--- src/rtl/tt_um_accelshark_psg_regsched.sv ---
// tt_um_accelshark_psg_regsched
// Host-write scheduler for the SharkPSG register file. Decodes the
// nibble-serial host protocol, queues {index, byte} writes in a small FIFO
// and commits them to the eight voice registers in a burst started by the
// I2S frame tick, so multi-register updates never land mid-frame.
//
// Parameters:
//   DEPTH            FIFO entries (power of two, 2..8)
// Ports:
//   clk, rst_n       system clock, asynchronous active-low reset
//   ena              design enable; low holds all state and drops strobe edges
//   strobe           host write strobe (asynchronous, synchronized here)
//   address          1 = index write, 0 = data nibble write
//   data_high        selects high/low nibble for data writes
//   da[3:0]          host nibble
//   frame_tick       one-cycle pulse at the I2S frame boundary
//   voice*           the eight register outputs (registers 0..7)
//   fifo_full        FIFO holds DEPTH entries
//   overflow         sticky: a push was dropped
//   commit_busy      high while a commit burst is running
//
// Configuration macro SHARKPSG_IMMEDIATE_COMMIT_EN:
//   defined   - frame_tick unused, commit starts whenever the FIFO is non-empty
//   undefined - commit bursts start only on frame_tick
module tt_um_accelshark_psg_regsched #(
  parameter int DEPTH = 4
) (
  input  logic       clk,
  input  logic       rst_n,
  input  logic       ena,
  input  logic       strobe,
  input  logic       address,
  input  logic       data_high,
  input  logic [3:0] da,
  input  logic       frame_tick,
  output logic [7:0] voice0123_enable,
  output logic [7:0] voice0123_octave,
  output logic [7:0] voice0_pitch,
  output logic [7:0] voice1_pitch,
  output logic [7:0] voice2_pitch,
  output logic [7:0] voice3_pitch,
  output logic [7:0] voice01_volume,
  output logic [7:0] voice23_volume,
  output logic       fifo_full,
  output logic       overflow,
  output logic       commit_busy
);

  localparam int PW = $clog2(DEPTH);
  localparam int CW = $clog2(DEPTH) + 1;

  typedef enum logic {IDLE, COMMIT} state_t;

  state_t          state;
  logic [2:0]      sync;       // [0],[1] synchronizer, [2] previous synchronized value
  logic [2:0]      index;
  logic [3:0]      hold_lo;
  logic [10:0]     mem [DEPTH];
  logic [PW-1:0]   wr_ptr;
  logic [PW-1:0]   rd_ptr;
  logic [CW-1:0]   count;
  logic [CW-1:0]   count_next;
  logic [7:0]      regs [8];

  logic            strobe_ev;
  logic            byte_ev;
  logic            push;
  logic            pop;
  logic            commit_start;
  logic [10:0]     head;

  assign strobe_ev = ena & sync[1] & ~sync[2];
  assign byte_ev   = strobe_ev & ~address & data_high;
  assign pop       = ena & (state == COMMIT);
  // A pop in the same cycle frees a slot, so a push into a full FIFO is kept.
  assign push      = byte_ev & ((count != CW'(DEPTH)) | pop);
  assign head      = mem[rd_ptr];

`ifdef SHARKPSG_IMMEDIATE_COMMIT_EN
  assign commit_start = (count != '0);
`else
  assign commit_start = frame_tick & (count != '0);
`endif

  always_comb begin
    count_next = count;
    if (push && !pop)
      count_next = count + 1'b1;
    else if (!push && pop)
      count_next = count - 1'b1;
  end

  // Synchronizer keeps running while disabled so edges seen then are discarded.
  always_ff @(posedge clk or negedge rst_n) begin
    if (!rst_n)
      sync <= '0;
    else
      sync <= {sync[1:0], strobe};
  end

  // Queue storage needs no reset: count/pointers define validity.
  always_ff @(posedge clk) begin
    if (push)
      mem[wr_ptr] <= {index, da, hold_lo};
  end

  always_ff @(posedge clk or negedge rst_n) begin
    if (!rst_n) begin
      state    <= IDLE;
      index    <= '0;
      hold_lo  <= '0;
      wr_ptr   <= '0;
      rd_ptr   <= '0;
      count    <= '0;
      overflow <= 1'b0;
      for (int unsigned i = 0; i < 8; i++)
        regs[i] <= '0;
    end else if (ena) begin
      if (strobe_ev && address) begin
        index <= da[2:0];
        if (da[3])
          overflow <= 1'b0;
      end else if (strobe_ev && !data_high) begin
        hold_lo <= da;
      end else if (byte_ev) begin
        index <= index + 3'd1;
        if (!push)
          overflow <= 1'b1;
      end

      if (push)
        wr_ptr <= wr_ptr + 1'b1;

      if (pop) begin
        regs[head[10:8]] <= head[7:0];
        rd_ptr           <= rd_ptr + 1'b1;
      end

      count <= count_next;

      case (state)
        IDLE:    if (commit_start) state <= COMMIT;
        COMMIT:  if (count == CW'(1) && !push) state <= IDLE;
        default: state <= IDLE;
      endcase
    end
  end

  assign voice0123_enable = regs[0];
  assign voice0123_octave = regs[1];
  assign voice0_pitch     = regs[2];
  assign voice1_pitch     = regs[3];
  assign voice2_pitch     = regs[4];
  assign voice3_pitch     = regs[5];
  assign voice01_volume   = regs[6];
  assign voice23_volume   = regs[7];
  assign fifo_full        = (count == CW'(DEPTH));
  assign commit_busy      = (state == COMMIT);

endmodule
--- config.mk ---
export PLATFORM = sky130hd
export DESIGN_NAME = tt_um_accelshark_psg_regsched
export DESIGN_NICKNAME = d
export VERILOG_FILES = /design/src/rtl/tt_um_accelshark_psg_regsched.sv
export SDC_FILE = /design/constraint.sdc
export NUM_CORES = 1
export LEC_CHECK = 0
export ABC_AREA = 1
export BUFFER_PORTS_ARGS = -buffer_cell sky130_fd_sc_hd__buf_2
export CORE_UTILIZATION = 36
export DETAILED_ROUTE_END_ITERATION = 12
export PLACE_DENSITY_LB_ADDON = 0.15
export SKIP_CTS_REPAIR_TIMING = 1
export SLEW_MARGIN = 10
export SYNTH_ARGS = -nofsm -noshare
export SYNTH_HDL_FRONTEND = slang
export SYNTH_SLANG_ARGS = --single-unit
--- constraint.sdc ---
create_clock -name clk -period 2.4 [get_ports clk]
set_clock_uncertainty 0.05 [all_clocks]
set_input_delay 0.6 -clock clk [delete_from_list [all_inputs] [get_ports clk]]
set_output_delay 0.6 -clock clk [all_outputs]
set_load 0.01 [all_outputs]
**After elaboration in Yosys (flattened, before gate mapping)**

Memory sizes are Yosys's and may differ from the RTL's.
Cells that the tools add are included.

- Memories kept: 1
- Output and inout bits: 67
- Bits of input ports: 11
- Bits in writable memories: 44
- Logic and storage cells: 79
- Register bits after elaboration: 83

Memories:

| memory | depth | width | rd ports | clocked after memory_dff | wr ports | line | source |
|---|---|---|---|---|---|---|---|
| mem | 4 | 11 | 1 | 0 | 1 | 58 | `logic [10:0] mem [DEPTH];` |

- Bitwise gates (word level): 13
- Add/sub/neg operators: 5
- Reduce and logical (&&, ||, !) cells: 18
- Muxes and demuxes: 18
- Equal/unequal tests: 6
- $lt $le $gt $ge: 2

Operators with widths:

| cell | number |
|---|---|
| 64-bit bitwise mux | 1 |
| 8-bit demux with 3-bit select | 1 |
| 3-bit 2-to-1 mux | 5 |
| 1-bit 2-to-1 mux | 9 |
| 8-bit 2-to-1 mux | 1 |
| 1-bit AND | 7 |
| 3-bit by 1-bit adder with 3-bit output, second input constant | 2 |
| 1-bit logical AND | 6 |
| 2-bit AND reduction | 3 |
| 3-bit AND reduction | 2 |
| 5-bit AND reduction | 1 |
| 2-bit by 1-bit adder with 2-bit output, second input constant | 2 |
| 4-bit >= comparator, second input constant | 1 |
| 4-bit by 1-bit less-than comparator with 1-bit output, second input constant | 1 |
| 2-bit inequality test, second input constant | 2 |
| 1-bit NOT | 4 |
| 3-bit NOT with 4-bit output | 1 |
| 2-bit nonzero test | 2 |
| 3-bit by 1-bit equality test with 1-bit output, second input constant | 1 |
| 3-bit equality test, second input constant | 1 |
| 1-bit zero test | 3 |
| 3-bit inequality test, second input constant | 1 |
| 3-bit nonzero test | 1 |
| 3-bit by 1-bit subtractor with 3-bit output, second input constant | 1 |
| 3 further kinds | 3 |

**Logic depth before layout (Yosys ltp)**

- Depth in word-level cells: 9
- Depth in mapped cells: 13

**Worst setup path after synthesis**

No wires, ideal clock.

- Kind: register to register
- From: reg count[0]
- To: reg count[2]
- Period minus slack after synthesis: 2.051 ns
- Arrival time: 1.870 ns
- Library setup time: 0.131 ns
- Buffers on the path: 0
- Cell stages (with the launch flop): 14
- Path slack: 0.349 ns
- Cell sequence: dfrtp_1 -> inv_1 -> ha_1 -> nand2_1 -> inv_1 -> nand2_1 -> nand2_1 -> inv_1 -> ha_1 -> nor2_1 -> inv_1 -> nor2_1 -> o21ai_0 -> xor2_1

- Longest elaborated chain between the ends: 7

Ends and longest elaborated chain:

| what | line | source |
|---|---|---|
| start, declared | 61 | `logic [CW-1:0] count;` |
| start signal, assigned | 139 | `count <= count_next;` |
| 3-bit inequality test | 76 | `assign push = byte_ev & ((count != CW'(DEPTH)) \| pop);` |
| 1-bit bitwise OR | 76 |  |
| 1-bit AND | 76 |  |
| 1-bit zero test | 89 | `else if (!push && pop)` |
| 1-bit logical AND | 89 |  |
| 2-bit nonzero test (no line) | n/a |  |
| 2-bit AND reduction (no line) | n/a |  |

Several ways; a longest one is shown, not always the timed one. The select of a mux whose other input is x is not followed.
A chain may end at the register's enable or synchronous reset.

**Worst setup path after layout**

Same ends and word-level chain as after synthesis.

==> impl_metrics.toml <==
[synthesis]
synthTopCellsByArea = "dfrtp_1, edfxtp_1, nand2_1"
synth_cell_types = 28
async_flop_share = 0.6535
syn_area_per_cell_um2 = 10.29
netlist_area_um2 = 5369
synth_cells = 522
ys_warn_count = 0
synth_top_area_cell = "dfrtp_1"
yosysTopAreaCellShare = 0.3869
yosysSeqAreaShare = 0.6330
ys.flop_type = "dfrtp_1"
synth_edf_count = 44
synth_seq_cells = 127
synth_nets = 543

[status]
status = "complete, no violations"

[setup_path]
cp-start-kind = "register"
crit_required_ns = 2.64
rr_worst_depth = 13
r2r-end = "count[2]$_DFFE_PN0P_"
r2r_start = "count[0]$_DFFE_PN0P_"
cp-end-kind = "register"
worstSetupPathType = "reg2reg"
rrSetupSlack_ns = 0.29
setup.worst_path.start = "count[0]$_DFFE_PN0P_"
critPathArrivalTime_ns = 2.35
critPathMaxFanout = 4
cp-endpoint = "count[2]$_DFFE_PN0P_"

[routing]
drc = 0
vias = 3919
vias_per_cell = 4.768
wirelength_mm = 12.40
routedWlPerCell_um = 15.09
initialDrtViolationCount = 223
ant_nets = 0
dr.pass1.iters = 4

[cells_and_area]
seqCellArea_um2 = 3398
antenna_cells = 0
multi_input_area_um2 = 1784
drive_gt1_frac = 0.2571
fill_cells = 1409
mostFrequentLayoutCell = "nand2_1"
final_nets = 646
syn_to_final_growth_pct = 23.56
most-common-layout-cells = "nand2_1, dfrtp_1, buf_2, edfxtp_1, nor2_1"

[die]
fp.dieW_um = 124.1
initial_core_util = 0.3694
dieArea_um2 = 15410
ios = 78
num_rows = 44
chipHeight_um = 124.1
coreArea_um2 = 14530

[place]
hpwl_mm = 8.468
gp_congestion = 0.7672
portBuffers = 77

[timing]
hold_viol = 0
worst_pin_slew_ns = 0.6856
fin_crit_sh = 0.8791
final_max_slew_viol_count = 0
rsz0062_at_grt = "false"
slew_headroom = 0.5429
fmax_mhz = 474.0
fin_setup_tns_ns = 0
setup_viol_count_final = 0
period_minus_slack_ns = 2.110
hold_slack_ns = 0.09735

[run]
drv_cap = 0

[power_and_ir_drop]
max-vdd-ir-drop_mv = 0.5605
clockPowerShare = 0.272
comb_power_share = 0.371
internal_power_uw = 5489
p_leak_uw = 0.003239
p_sw_frac = 0.3891
power_density_nw_per_um2 = 1354
seqPwrFrac = 0.357
switchingPower_uw = 3495

[global_routing]
first_global_vias = 3678
grt-ovfl-total = 0
grt_max_degree = 34
antenna_found_initial = 0
grt_usage = 0.1753
grt_pass1_wl_mm = 19.64

[clock_tree]
numCtsBuffers = 17
ctsRootBufferMaster = "clkbuf_16"
cts.clk_slew.worst_paths_ns = 0.05
cts_max_level = 4
cts.sinks = 127
cts_tree = "yes"
clock_path_buffers = 2
clk_latency_ns = 0.41

[worst_hold_path]
min_path_type = "in2async"
==> how the worst min path moves through the flow <==
stage,start,to,slack (ns),depth (start not counted)
2_1_floorplan,rst_n,commit_busy$_DFFE_PN0P_,0.25,0
3_3_place_gp,sync[0]$_DFF_PN0_,sync[1]$_DFF_PN0_,0.29,0
3_5_place_dp,sync[0]$_DFF_PN0_,sync[1]$_DFF_PN0_,0.30,0
4_1_cts,rst_n,voice2_pitch[4]$_DFFE_PN0P_,0.1,1
5_1_grt,rst_n,voice2_pitch[4]$_DFFE_PN0P_,0.12,1
6_report,rst_n,voice2_pitch[4]$_DFFE_PN0P_,0.1,1
==> per-stage QoR <==
stage	std cells	cell area [um2]	util	power, uW	setup WS (ns)
3_3_place_gp	790	6070	0.4176	6562	0.1879
3_5_place_dp	790	6070	0.4176	6624	0.1059
4_1_cts	822	6634	0.4564	9100	0.2729
6_report	822	6634	0.4564	8984	0.2903
2_1_floorplan	522	5369	-	5312	0.3493
5_1_grt	822	6634	0.4564	9628	0.1637
==> flip-flops by register name (all words and copies together), names as in the netlist <==
| name | cells |
|---|---|
| commit_busy | 1 |
| count | 3 |
| hold_lo | 4 |
| index | 3 |
| mem | 44 |
| overflow | 1 |
| rd_ptr | 2 |
| sync | 3 |
| voice0123_enable | 8 |
| voice0123_octave | 8 |
| voice01_volume | 8 |
| voice0_pitch | 8 |
| voice1_pitch | 8 |
| voice23_volume | 8 |
| voice2_pitch | 8 |
| voice3_pitch | 8 |
| wr_ptr | 2 |
==> synth_stat cells (4+ instances only) <==
cell type  number
o21ai_2         8
nand2_1       181
buf_2           5
buf_4           4
ha_1           10
o21ai_0        32
o21ai_1        11
nor2_1         38
nor2_4          6
xor2_1          5
dfrtp_1        83
nand3_1        37
nand3_2         5
inv_1          23
edfxtp_1       44
nand2_2        10
==> final cells by class <==
cell class              count  share of cell area
clock buffers              20             0.06733
clock inverters            12             0.01773
inverters                  25             0.01415
multi-input cells         357              0.2690
flip-flops and latches    127              0.5123
well taps                 184             0.03470
repair buffers             97             0.08487
==> power groups by stage <==
| stage | sequential [uW] | clock (uW) | combinational, uW |
|---|---|---|---|
| finish | 3210 | 2440 | 3330 |
| global route | 3290 | 2590 | 3750 |
| CTS | 3220 | 2490 | 3390 |
| detailed placement | 3250 | 0 | 3370 |
| global placement | 3230 | 0 | 3340 |
| floorplan | 3380 | 0 | 1940 |
==> worst max-delay path, cell delays in order (launching register included) <==
cell     delay, ns
dfrtp_1       0.43
inv_1         0.11
ha_1          0.17
nand2_1       0.06
inv_1         0.07
nand2_1       0.06
nand2_1       0.09
inv_1         0.07
ha_1          0.27
nor2_1        0.17
inv_1         0.10
nor2_1        0.09
o21ai_0       0.10
xor2_1        0.15
==> logic make-up after synthesis <==
| family | synth area share |
|---|---|
| AO/OA/AOI/OAI | 0.05826 |
| XOR/XNOR | 0.008156 |
| adder cells (fa/ha/maj) | 0.02330 |
| buffers and inverters | 0.03472 |
| flip-flops | 0.6330 |
| multiplexers | 0.006292 |
| AND/OR/NAND/NOR | 0.2363 |
==> metal layers <==
layer  global-route usage  part of all wire
met3              0.04899             0.050
met5                    0                 0
met1               0.2267              0.46
met2               0.2787              0.47
met4              0.06622             0.013
(Power assumes the default switching activity.)
